[src/rtl/water_box_controller_pkg.sv]
// Shared types and helpers for the water-box tank controller.
// State encodings, count width, level codes and saturating count arithmetic.
package water_box_controller_pkg;

   localparam int COUNT_W = 3;

   typedef enum logic [1:0] {
      ST_IDLE  = 2'b00,
      ST_FILL  = 2'b01,
      ST_DRAIN = 2'b10,
      ST_FAULT = 2'b11
   } wb_state_e;

   // Codes produced by the downstream level encoder.
   typedef enum logic [1:0] {
      LVL_C = 2'b00,
      LVL_L = 2'b01,
      LVL_M = 2'b10,
      LVL_H = 2'b11
   } wb_level_e;

   localparam logic [COUNT_W-1:0] COUNT_MAX = '1;
   localparam logic [COUNT_W-1:0] COUNT_ONE = 1;

   function automatic logic [COUNT_W-1:0] sat_inc(input logic [COUNT_W-1:0] c);
      return (c == COUNT_MAX) ? c : c + COUNT_ONE;
   endfunction

   function automatic logic [COUNT_W-1:0] sat_dec(input logic [COUNT_W-1:0] c);
      return (c == '0) ? c : c - COUNT_ONE;
   endfunction

endpackage

[src/rtl/water_box_watchdog.sv]
// Dry-pump watchdog: counts enabled cycles since the last clear and flags
// the cycle on which TIMEOUT_CYC consecutive quiet cycles have elapsed.
module water_box_watchdog #(
   parameter int TIMEOUT_CYC = 1000,
   parameter int TIMEOUT_W   = 10
) (
   input  logic clk,
   input  logic rst_n,
   input  logic i_en,
   input  logic i_clr,
   output logic o_timeout
);

   localparam logic [TIMEOUT_W-1:0] LAST = TIMEOUT_W'(TIMEOUT_CYC - 1);
   localparam logic [TIMEOUT_W-1:0] ONE  = 1;

   logic [TIMEOUT_W-1:0] r_cnt;

   // Fires during the final quiet cycle so the FSM leaves exactly TIMEOUT_CYC
   // cycles after entering FILL (or after the last pulse).
   assign o_timeout = i_en && !i_clr && (r_cnt == LAST);

   always_ff @(posedge clk or negedge rst_n) begin
      if (!rst_n)              r_cnt <= '0;
      else if (!i_en || i_clr) r_cnt <= '0;
      else if (r_cnt != LAST)  r_cnt <= r_cnt + ONE;
   end

endmodule

[src/rtl/water_box_controller.sv]
// Water-box tank sequencer: arbitrates pump fill against outlet drain, owns the
// tank count and direction flag, with refill hysteresis, dry-pump watchdog and overflow lockout.
module water_box_controller
   import water_box_controller_pkg::*;
#(
   parameter logic [COUNT_W-1:0] FILL_TARGET = 3'd7,
   parameter logic [COUNT_W-1:0] LOW_THRESH  = 3'd1,
   parameter int                 TIMEOUT_CYC = 1000,
   parameter int                 TIMEOUT_W   = 10
) (
   input  logic               clk,
   input  logic               rst_n,
   input  logic               step_pulse,
   input  logic               consume,
   input  logic               manual_fill,
   input  logic               sensor_overflow,
   input  logic               fault_clr,
   output logic [COUNT_W-1:0] count_0_7,
   output logic               direction,
   output logic               pump_on,
   output logic               valve_out,
   output logic               grant,
   output logic               alarm,
   output logic [1:0]         state
);

   wb_state_e          r_state, w_state_nxt;
   logic [COUNT_W-1:0] r_count, w_count_nxt;
   logic [COUNT_W-1:0] w_inc, w_dec;
   logic               r_dir, w_dir_nxt;
   logic               w_timeout;

   assign w_inc = sat_inc(r_count);
   assign w_dec = sat_dec(r_count);

   water_box_watchdog #(
      .TIMEOUT_CYC (TIMEOUT_CYC),
      .TIMEOUT_W   (TIMEOUT_W)
   ) u_wdog (
      .clk       (clk),
      .rst_n     (rst_n),
      .i_en      (r_state == ST_FILL),
      .i_clr     (step_pulse),
      .o_timeout (w_timeout)
   );

   always_ff @(posedge clk or negedge rst_n) begin
      if (!rst_n) begin
         r_state <= ST_IDLE;
         r_count <= '0;
         r_dir   <= 1'b0;
      end else begin
         r_state <= w_state_nxt;
         r_count <= w_count_nxt;
         r_dir   <= w_dir_nxt;
      end
   end

   always_comb begin
      w_state_nxt = r_state;
      w_count_nxt = r_count;
      w_dir_nxt   = r_dir;
      // Overflow pre-empts everything, including a coincident step.
      if (sensor_overflow) begin
         w_state_nxt = ST_FAULT;
      end else begin
         case (r_state)
            ST_IDLE: begin
               if (r_count <= LOW_THRESH)                          w_state_nxt = ST_FILL;
               else if (manual_fill && (r_count < FILL_TARGET))    w_state_nxt = ST_FILL;
               else if (consume)                                   w_state_nxt = ST_DRAIN;
            end
            ST_FILL: begin
               if (r_count >= FILL_TARGET) begin
                  w_state_nxt = ST_IDLE;
               end else if (step_pulse) begin
                  w_count_nxt = w_inc;
                  if (w_inc >= FILL_TARGET) w_state_nxt = ST_IDLE;
               end else if (w_timeout) begin
                  w_state_nxt = ST_FAULT;
               end
            end
            ST_DRAIN: begin
               if (!consume) begin
                  w_state_nxt = ST_IDLE;
               end else if (step_pulse) begin
                  w_count_nxt = w_dec;
                  if (w_dec <= LOW_THRESH) w_state_nxt = ST_FILL;
               end
            end
            ST_FAULT: begin
               if (fault_clr) w_state_nxt = ST_IDLE;
            end
            default: w_state_nxt = ST_IDLE;
         endcase
      end
      // Direction only changes on entry to a motion state.
      if ((w_state_nxt == ST_FILL) && (r_state != ST_FILL))   w_dir_nxt = 1'b1;
      if ((w_state_nxt == ST_DRAIN) && (r_state != ST_DRAIN)) w_dir_nxt = 1'b0;
   end

   assign count_0_7 = r_count;
   assign direction = r_dir;
   assign pump_on   = (r_state == ST_FILL);
   assign valve_out = (r_state == ST_DRAIN);
   assign grant     = (r_state == ST_DRAIN);
   assign alarm     = (r_state == ST_FAULT);
   assign state     = r_state;

endmodule

[config.mk]
export PLATFORM = sky130hd
export DESIGN_NAME = water_box_controller
export DESIGN_NICKNAME = d
export VERILOG_FILES = /design/src/rtl/water_box_controller_pkg.sv /design/src/rtl/water_box_watchdog.sv /design/src/rtl/water_box_controller.sv
export SDC_FILE = /design/constraint.sdc
export NUM_CORES = 1
export LEC_CHECK = 0
export CAP_MARGIN = 20
export CORE_MARGIN = 2
export CORE_UTILIZATION = 40
export DETAILED_ROUTE_END_ITERATION = 12
export SLEW_MARGIN = 20
export SYNTH_ARGS = -nofsm -noshare
export SYNTH_HDL_FRONTEND = slang
export SYNTH_SLANG_ARGS = --single-unit
[constraint.sdc]
create_clock -name clk -period 5.1 [get_ports clk]
set_input_delay 1.02 -clock clk [delete_from_list [all_inputs] [get_ports clk]]
set_output_delay 1.02 -clock clk [all_outputs]
set_load 0.01 [all_outputs]
==> results by group, run 1 <==
Outcome
  • Status: completed

Final layout
  • # diodes: 0
  • Nets: 153
  • Share of cells above drive strength 1: 0.07914
  • Layout area overhead: 19.29%

Clock network
  • Setup Buffers After CTS: 0
  • Worst-case clock buffer depth: 2
  • Clock transition at path regs: 110 ps
  • Inserted Clock Buffers: 3
  • CTS tree: yes
  • Clock sink count: 16
  • Clk root buf: clkbuf_4
  • CTS Hold Bufs: 0
  • Htree depth: 1
  • Post_cts resized: 0
  • Clock Latency Late Sink: 290 ps

Worst setup path
  • Worst Setup SP: state[0]$_DFF_PN0_
  • FF-to-FF Start: count_0_7[0]$_DFFE_PN0P_
  • CP Launch Type: register
  • WP data arrival: 1750 ps
  • CP Class: register to output pin
  • Worst stage delay on the critical path: 560 ps
  • Worst path required time: 4080 ps
  • Cell breakdown of the critical path: inv_2 > nand2_1 > clkinv_1 > clkdlybuf4s50_1
  • Slowest library cell on the worst path: clkdlybuf4s50_1
  • CP max FO: 9
  • Type of element capturing the critical path: output pin

Hold path
  • Worst hold path type: register to register
  • Worst Min Path Start: direction$_DFFE_PN0P_

Global route
  • Largest net degree at the start of global routing: 17
  • Vias in the first global route: 858
  • Grt ovf: 0
  • First-pass GRT wire length: 3939 um
  • Tot GR Track Use: 0.1572
  • Initial antenna violation count: 0

Floorplanning
  • Die W: 56.20 um
  • I/O pins: 17
  • Initial Utilization: 0.4320
  • Std-Cell Rows: 18
  • Die Area: 3158 um2
  • Die height: 56.20 um
  • CORE AREA: 2522 um2

Drt
  • Pre-antenna DRT Iters: 4
  • Number of remaining DRC errors: 0
  • Routed Wire Length: 2320 um
  • Initial DRC Count: 19
  • Via count: 938
  • Post-DRT Antenna Nets: 0
  • Vias per Instance: 5.550
  • Drt wl/cell: 13.73 um

Logic synthesis
  • Synth top area cells: dfrtp_1 (37%), ha_1 (6.9%), nor2_1 (5.2%)
  • Post-synth top cells: dfrtp_1 (16), nor2_1 (15), nand2_1 (10), inv_1 (8)
  • Seq/Total Area, Yosys: 0.3674
  • Most numerous cell in the Yosys netlist: dfrtp_1
  • Mapped Area: 1090 um2
  • Number of enable flip-flop cells after synthesis: 0
  • Cell variety after synth: 41
  • Cells after Synth: 122
  • Top-area cell type share of the netlist area: 0.3674
  • Synth area leader: dfrtp_1
  • Syn Area/Cell: 8.933 um2
  • Ys flop type: dfrtp_1
  • Synth Net Count: 135
  • Fraction of registers with async set/reset: 1.000
  • Synthesis warning total: 0
  • Flops & latches, synth: 16

Timing
  • Fmax: 360.8 MHz
  • Setup_tns: 0 ps
  • Max-slew violations: 0
  • Final hold violation count: 0
  • Slew headroom: 0.4896
  • Final Cycle Share: 0.5434
  • Layout Skew: 6.554 ps
  • Worst-margin pin slew: 763.2 ps
  • RSZ-0062 raised after global routing: false
  • Post-route minimum period: 2771 ps
  • Setup violations, final: 0
  • Fin Hold WS: 541.4 ps

Placement
  • HPWL after DPL: 1699 um
  • Port bufs: 16
  • Placer's final routability congestion estimate: 0.8351

Power
  • Power density cells: 400.1 nW/um2
  • Leak: 0.5350 nW
  • Peak supply drop: 290.6 uV

Run
  • Maximum capacitance violations: 0
[path summary, 6_finish.rpt]
check	endpoint	slack, ps	cells after the start
max in group asynchronous	u_wdog.r_cnt[8]$_DFFE_PN0N_	3460	1
min in group asynchronous	count_0_7[2]$_DFFE_PN0P_	1160	1
worst max register to register	direction$_DFFE_PN0P_	2650	8
worst min-delay path	direction$_DFFE_PN0P_	540	1
worst max-delay path	grant	2330	4
worst min register to register	direction$_DFFE_PN0P_	540	1
[kinds of logic after synthesis]
logic type / synth area share
and+or+nand+nor: 0.2675
AOI/OAI and AO/OA: 0.1458
DFF: 0.3674
buffers and inverters: 0.05625
xor gates and xnor gates: 0.05626
adders and majority gates: 0.06888
muxes: 0.03789
[power by group]
group          switching, mW  internal, mW
combinational          0.131         0.122
sequential            0.0357         0.144
clock                 0.0444        0.0435
total                  0.211         0.309
[sequential cells by signal (all words and copies together), names as in the netlist]
name          count
u_wdog.r_cnt     10
count_0_7         3
state             2
direction         1
[per-layer routing]
layer  up-vias  track usage  share of wire
li1        465            -              -
met1       446       0.2060           0.48
met2        23       0.2588           0.47
met3         4      0.04419          0.047
met4         0      0.03061         0.0073
met5         -            0              0
[through the flow]
step,instance area (um2),setup WS (ps),util,power [mW],instances
after global placement,1264,2359,0.5010,0.4339,165
after detailed placement,1264,2305,0.5010,0.4322,165
after CTS,1300,2303,0.5154,0.5238,169
final,1300,2329,0.5154,0.5201,169
after floorplan,1090,2795,-,0.3472,122
after global routing,1300,2187,0.5154,0.5581,169
[area by class of cell]
type / instances / area, um2
Fill cell: 259 / 1222
Multi-Input combinational cell: 93 / 628.1
Sequential cell: 16 / 400.4
Timing Repair Buffer: 16 / 160.2
Inverter: 10 / 37.54
Tap cell: 30 / 37.54
Clock buffer: 4 / 36.28
[layout by cell type (no fill, tap or decap), types with 2 or more instances in the layout]
cell | netlist | final
inv_1 | 8 | 8
clkbuf_4 | 0 | 3
and2_1 | 2 | 2
nand2b_1 | 3 | 3
nand3_1 | 7 | 7
ha_1 | 6 | 6
xor2_1 | 4 | 4
nor2_1 | 15 | 15
xnor2_1 | 3 | 3
mux2i_1 | 3 | 3
dfrtp_1 | 16 | 16
clkdlybuf4s50_1 | 0 | 16
o21ai_0 | 2 | 2
nand2_1 | 10 | 10
nand4_1 | 3 | 3
a211oi_1 | 2 | 2
nor3_1 | 7 | 7
a311oi_1 | 2 | 2
a21oi_1 | 5 | 5
[critical path: cells and delay by family (launching register included)]
kind | cells | cell delay (ps)
buf+inv | 3 | 880
flops | 1 | 440
simple gates | 1 | 130
No activity file was read; power rests on OpenSTA's default activity.
==> run 2: changes to the inputs <==
- clock period: 5.1 -> 2.8 ns (I/O delays scaled with it)
==> run 2 against run 1 <==
Net effect: first-iteration DRC count down 16%; sequential share of layout area down 0.35 points; register-to-register slack worse by 2100 ps; largest cell class unchanged; largest power group unchanged; sequential power increased by 63%; die area unchanged; routed wire length about the same; worst setup slack worse by 1800 ps; design area increased by 1.2%.
==> results by group, run 2 (synthesis results as in run 1) <==
Placement
  • HPWL after DPL: 1738 um (+2.3%)
  • Port bufs: 16 (unchanged)
  • Placer's final routability congestion estimate: 0.8242 (-1.3%)

Worst setup path
  • CP Launch Type: register
  • Buffers & Inverters on Critical Path: 2 (-1)
  • Critical path's top delay family: buffers and inverters
  • Cell breakdown of the critical path: nand2_1 > clkinv_1 > clkdlybuf4s50_1
  • Type of element capturing the critical path: output pin
  • CP Class: register to output pin
  • Slowest library cell on the worst path: clkdlybuf4s50_1
  • Worst path required time: 2240 ps (-1840 ps)
  • CP max FO: 9 (unchanged)
  • WP data arrival: 1730 ps (-20 ps)
  • Worst stage delay on the critical path: 550 ps (about the same)

Clock network
  • Post_cts resized: 0 (unchanged)
  • Clk root buf: clkbuf_4
  • Clock transition at path regs: 100 ps (about the same)
  • Clock sink count: 16 (unchanged)
  • Worst-case clock buffer depth: 2 (unchanged)
  • Inserted Clock Buffers: 3 (unchanged)
  • CTS tree: yes
  • Setup Buffers After CTS: 0 (unchanged)
  • CTS Hold Bufs: 0 (unchanged)
  • Clock Latency Late Sink: 290 ps (about the same)
  • Htree depth: 1 (unchanged)

Power
  • Leak: 0.5448 nW (+1.8%)
  • Peak supply drop: 435.3 uV (+50%)
  • Power density cells: 742.7 nW/um2 (+86%)
  • Total chip power: 976.7 uW (+88%)

Final layout
  • Max FFs per register: 10 (unchanged)
  • Biggest register: u_wdog.r_cnt
  • Share of cells above drive strength 1: 0.09220 (+0.01306)
  • # diodes: 0 (unchanged)
  • Commonest cells after routing, fill and taps aside: dfrtp_1 (16), clkdlybuf4s50_1 (16), nor2_1 (15)
  • Layout area overhead: 20.67%
  • Nets: 155 (+1.3%)

Floorplanning
  • CORE AREA: 2522 um2 (unchanged)
  • Std-Cell Rows: 18 (unchanged)
  • Die Area: 3158 um2 (unchanged)
  • Die W: 56.20 um (unchanged)
  • I/O pins: 17 (unchanged)
  • Die height: 56.20 um (unchanged)
  • Initial Utilization: 0.4320 (unchanged)

Global route
  • Vias in the first global route: 879 (+2.4%)
  • Grt ovf: 0 (unchanged)
  • First-pass GRT wire length: 3898 um (-1.0%)
  • Largest net degree at the start of global routing: 17 (unchanged)
  • Tot GR Track Use: 0.1563 (-0.0009191)
  • Initial antenna violation count: 0 (unchanged)

Drt
  • Routed Wire Length: 2322 um (about the same)
  • Initial DRC Count: 16 (-3)
  • Drt wl/cell: 13.58 um (-1.1%)
  • Post-DRT Antenna Nets: 0 (unchanged)
  • Pre-antenna DRT Iters: 4 (unchanged)
  • Via count: 947 (+0.96%)
  • Vias per Instance: 5.538 (-0.22%)
  • Number of remaining DRC errors: 0 (unchanged)

Timing
  • Worst-margin pin slew: 748.4 ps (-14.76 ps)
  • Slew headroom: 0.4995 (+0.009869)
  • Max-slew violations: 0 (unchanged)
  • Setup_tns: 0 ps (unchanged)
  • Final hold violation count: 0 (unchanged)
  • Setup violations, final: 0 (unchanged)
  • RSZ-0062 raised after global routing: false
  • Layout Skew: 4.035 ps (-2.519 ps)
  • Post-route minimum period: 2295 ps
  • Final Cycle Share: 0.8196
  • Fmax: 435.8 MHz

Run
  • Maximum capacitance violations: 0 (unchanged)

Outcome
  • Status: completed

Hold path
  • Worst hold path type: register to register
## run 2: cell type report
type / instances / area [um2]
Clock buffer: 4 / 36.28
Fill cell: 244 / 1207
Inverter: 10 / 37.54
Multi-Input combinational cell: 93 / 628.1
Sequential cell: 16 / 400.4
Tap cell: 30 / 37.54
Timing Repair Buffer: 18 / 175.2
## run 2: final timing paths
path	from	to	slack [ps]	depth (start not counted)
setup reg to reg	count_0_7[0]$_DFFE_PN0P_	count_0_7[1]$_DFFE_PN0P_	560	6
hold reg to reg	direction$_DFFE_PN0P_	direction$_DFFE_PN0P_	550	1
max in group asynchronous	rst_n	u_wdog.r_cnt[7]$_DFFE_PN0N_	1630	1
min in group asynchronous	rst_n	count_0_7[2]$_DFFE_PN0P_	700	1
setup / recovery	state[1]$_DFF_PN0_	grant	510	3
hold / removal	direction$_DFFE_PN0P_	direction$_DFFE_PN0P_	550	1
## run 2: per-layer routing
layer  part of all wire  global-route usage
met5                  0                   0
met4             0.0090             0.05442
met3              0.034             0.04419
met2               0.46              0.2487
met1               0.49              0.2023
## run 2: worst reg2reg max path, stage by stage, from the launching register on
cell and delay [ps]:
dfrtp_1 400, buf_4 170, ha_1 290, a21oi_1 200, o21ai_0 140, a211oi_1 510
mux2_2 420
## run 2: metrics by stage
step | utilization | std cells | worst slack (ps) | hold WS, ps | cell area [um2]
floorplan | - | 122 | 495.2 | 264.4 | 1090
global placement | 0.5069 | 167 | 507.2 | 505.7 | 1279
detailed placement | 0.5069 | 167 | 447.8 | 529.2 | 1279
CTS | 0.5213 | 171 | 488.4 | 556.3 | 1315
global route | 0.5213 | 171 | 389.9 | 574.0 | 1315
finish | 0.5213 | 171 | 505.2 | 549.9 | 1315
## run 2: where the power goes
| group | total, mW | internal (mW) | leakage [nW] | switching, mW |
|---|---|---|---|---|
| logic | 0.529 | 0.241 | 0.319 | 0.288 |
| clock network | 0.156 | 0.0792 | 0.0210 | 0.0770 |
| registers | 0.292 | 0.262 | 0.205 | 0.0297 |
| total | 0.977 | 0.582 | 0.545 | 0.394 |
==> run 3: changes to the inputs <==
- clock period: 2.8 -> 2.25 ns (I/O delays scaled with it)
==> run 3 against run 2 <==
Net effect: first-iteration DRC count grew 75%; clock skew down 3.5 ps; sequential cell count is the same; non-clock buffer count rose by 9; critical path depth rose by 5; global-route usage up 0.56 points; sequential share of layout area decreased by 2.3 points; critical path type is now register to register.
==> results by group, run 3 (synthesis results as in run 1) <==
Timing
  • Final setup margin: 124.8 ps (-380.4 ps)
  • Fmax: 470.5 MHz
  • RSZ-0062 raised after global routing: false
  • Setup_tns: 0 ps (unchanged)
  • Post-route minimum period: 2125 ps
  • Final Cycle Share: 0.9445
  • Max-slew violations: 0 (unchanged)
  • Slew headroom: 0.5475 (+0.04804)
  • Layout Skew: 0.5138 ps (-3.521 ps)
  • Worst-margin pin slew: 676.6 ps (-71.83 ps)
  • Final hold violation count: 0 (unchanged)
  • Setup violations, final: 0 (unchanged)

Drt
  • Met2 Routed Length: 1022 um (-5.2%)
  • Met3 wire len: 113 um (+45%)
  • Vias per Instance: 5.372 (-3.0%)
  • WL met1: 1167 um (+2.1%)
  • Post-DRT Antenna Nets: 0 (unchanged)
  • Max Used Layer: met4
  • Drt wl/cell: 12.98 um (-4.4%)
  • Via count: 967 (+2.1%)
  • Pre-antenna DRT Iters: 4 (unchanged)
  • Number of remaining DRC errors: 0 (unchanged)
  • Routed Wire Length: 2336 um (+0.60%)
  • Initial DRC Count: 28 (+12)

Power
  • Leak: 0.5888 nW (+8.1%)
  • Total chip power: 1.340 mW (+37%)
  • Gate power share: 0.588 (+0.047)
  • Peak supply drop: 764.1 uV (+76%)
  • Internal power: 825.6 uW (+42%)
  • Reg power frac: 0.276 (-0.023)
  • P_sw: 514.5 uW (+30%)
  • Power density cells: 943.7 nW/um2 (+27%)
  • Clk network pwr share: 0.136 (-0.024)
  • Switching Fraction: 0.3839 (-0.01998)

Clock network
  • Clock sink count: 16 (unchanged)
  • Clock transition at path regs: 80 ps (-20 ps)
  • Htree depth: 1 (unchanged)
  • Worst-case clock buffer depth: 2 (unchanged)
  • Clk root buf: clkbuf_4
  • CTS tree: yes
  • Clock Latency Late Sink: 280 ps (about the same)
  • Inserted Clock Buffers: 3 (unchanged)

Floorplanning
  • Die height: 56.20 um (unchanged)
  • Std-Cell Rows: 18 (unchanged)
  • Die Area: 3158 um2 (unchanged)
  • CORE AREA: 2522 um2 (unchanged)
  • Initial Utilization: 0.4320 (unchanged)
  • Die W: 56.20 um (unchanged)
  • I/O pins: 17 (unchanged)

Global route
  • Largest net degree at the start of global routing: 17 (unchanged)
  • Grt ovf: 0 (unchanged)
  • First-pass GRT wire length: 4153 um (+6.5%)
  • Vias in the first global route: 937 (+6.6%)
  • Tot GR Track Use: 0.1619 (+0.005649)
  • Initial antenna violation count: 0 (unchanged)

Placement
  • Port bufs: 16 (unchanged)
  • HPWL after DPL: 1780 um (+2.4%)
  • Placer's final routability congestion estimate: 0.7716 (-6.4%)
  • Post-placement cell area: 1321 um2 (+3.3%)
  • Dpl ws: 84.99 ps (-362.8 ps)

Outcome
  • Status: completed

Worst setup path
  • CP Launch Type: register
  • Worst Setup SP: count_0_7[0]$_DFFE_PN0P_
  • WP data arrival: 2300 ps (+570 ps)
  • Worst path required time: 2430 ps (+190 ps)
  • CP Class: register to register
  • Cells on worst reg2reg path: 8 (+2)
  • Type of element capturing the critical path: register
  • Critical Path End: direction$_DFFE_PN0P_
  • Worst r2r dst: direction$_DFFE_PN0P_
  • FF-to-FF Start: count_0_7[0]$_DFFE_PN0P_
  • CP max FO: 7 (-2)
  • Reg2reg setup slack: 120 ps (-440 ps)

Final layout
  • Biggest register: u_wdog.r_cnt
  • # diodes: 0 (unchanged)
  • Commonest cells after routing, fill and taps aside: dfrtp_1 (16), clkdlybuf4s50_1 (16), nor2_1 (15)
  • Fillers: 229 (-6.1%)
  • Layout area overhead: 30.31%
  • Final Cell Area: 1420 um2 (+8.0%)
  • Share of cells above drive strength 1: 0.1867 (+0.09447)
  • Nets: 164 (+5.8%)
  • Max FFs per register: 10 (unchanged)

Hold path
  • Worst hold path type: register to register

Run
  • Maximum capacitance violations: 0 (unchanged)
-- run 3: final cells by class --
| class | instances | area, um2 | share of cell area |
|---|---|---|---|
| multi-input combinational | 93 | 661.9 | 0.4661 |
| clock buffer | 4 | 36.28 | 0.02555 |
| tap | 30 | 37.54 | 0.02643 |
| inverter | 10 | 41.29 | 0.02907 |
| sequential | 16 | 400.4 | 0.2819 |
| timing repair buffer | 27 | 242.7 | 0.1709 |
-- run 3: routing by layer --
layer	track usage	vias up
met5	0	-
met1	0.2277	452
met3	0.05349	5
li1	-	488
met2	0.2420	22
met4	0.03401	0
-- run 3: stage by stage --
step / utilization / std cells / hold WS, ps
CTS: 0.5382 / 175 / 534.1
global placement: 0.5238 / 171 / 500.5
detailed placement: 0.5238 / 171 / 514.1
finish: 0.5630 / 180 / 529.6
floorplan: - / 122 / 154.4
global route: 0.5630 / 180 / 543.4
-- run 3: worst max-delay path: stages, from the launching register on --
cell	delay [ps]
dfrtp_1	410
inv_1	190
ha_4	210
nand2b_1	60
a311oi_1	390
nor3_1	160
nor4_4	320
a2bb2oi_1	90
o22a_1	200
-- run 3: how the worst min path moves through the flow --
stage	start	to	slack, ps	cells past startpoint
finish	direction$_DFFE_PN0P_	direction$_DFFE_PN0P_	530	1
CTS	direction$_DFFE_PN0P_	direction$_DFFE_PN0P_	530	1
global placement	direction$_DFFE_PN0P_	direction$_DFFE_PN0P_	500	1
global route	direction$_DFFE_PN0P_	direction$_DFFE_PN0P_	540	1
detailed placement	direction$_DFFE_PN0P_	direction$_DFFE_PN0P_	510	1
floorplan	rst_n	count_0_7[0]$_DFFE_PN0P_	150	0
-- run 3: power by group through the flow --
stage	Sequential (mW)	Clock (mW)	Combinational, mW
floorplan	0.395	0	0.433
global placement	0.379	0	0.702
detailed placement	0.380	0	0.705
CTS	0.374	0.193	0.709
global route	0.378	0.214	0.867
finish	0.370	0.182	0.788
-- run 3: timing repair --
| action | 4_1_cts | 5_1_grt |
|---|---|---|
| hold endpoints to repair | 0 | 0 |
| buffers inserted | 0 | 5 |
| gates resized for setup | 0 | 6 |
| hold buffers | 0 | 0 |
| setup endpoints to repair | 0 | 3 |
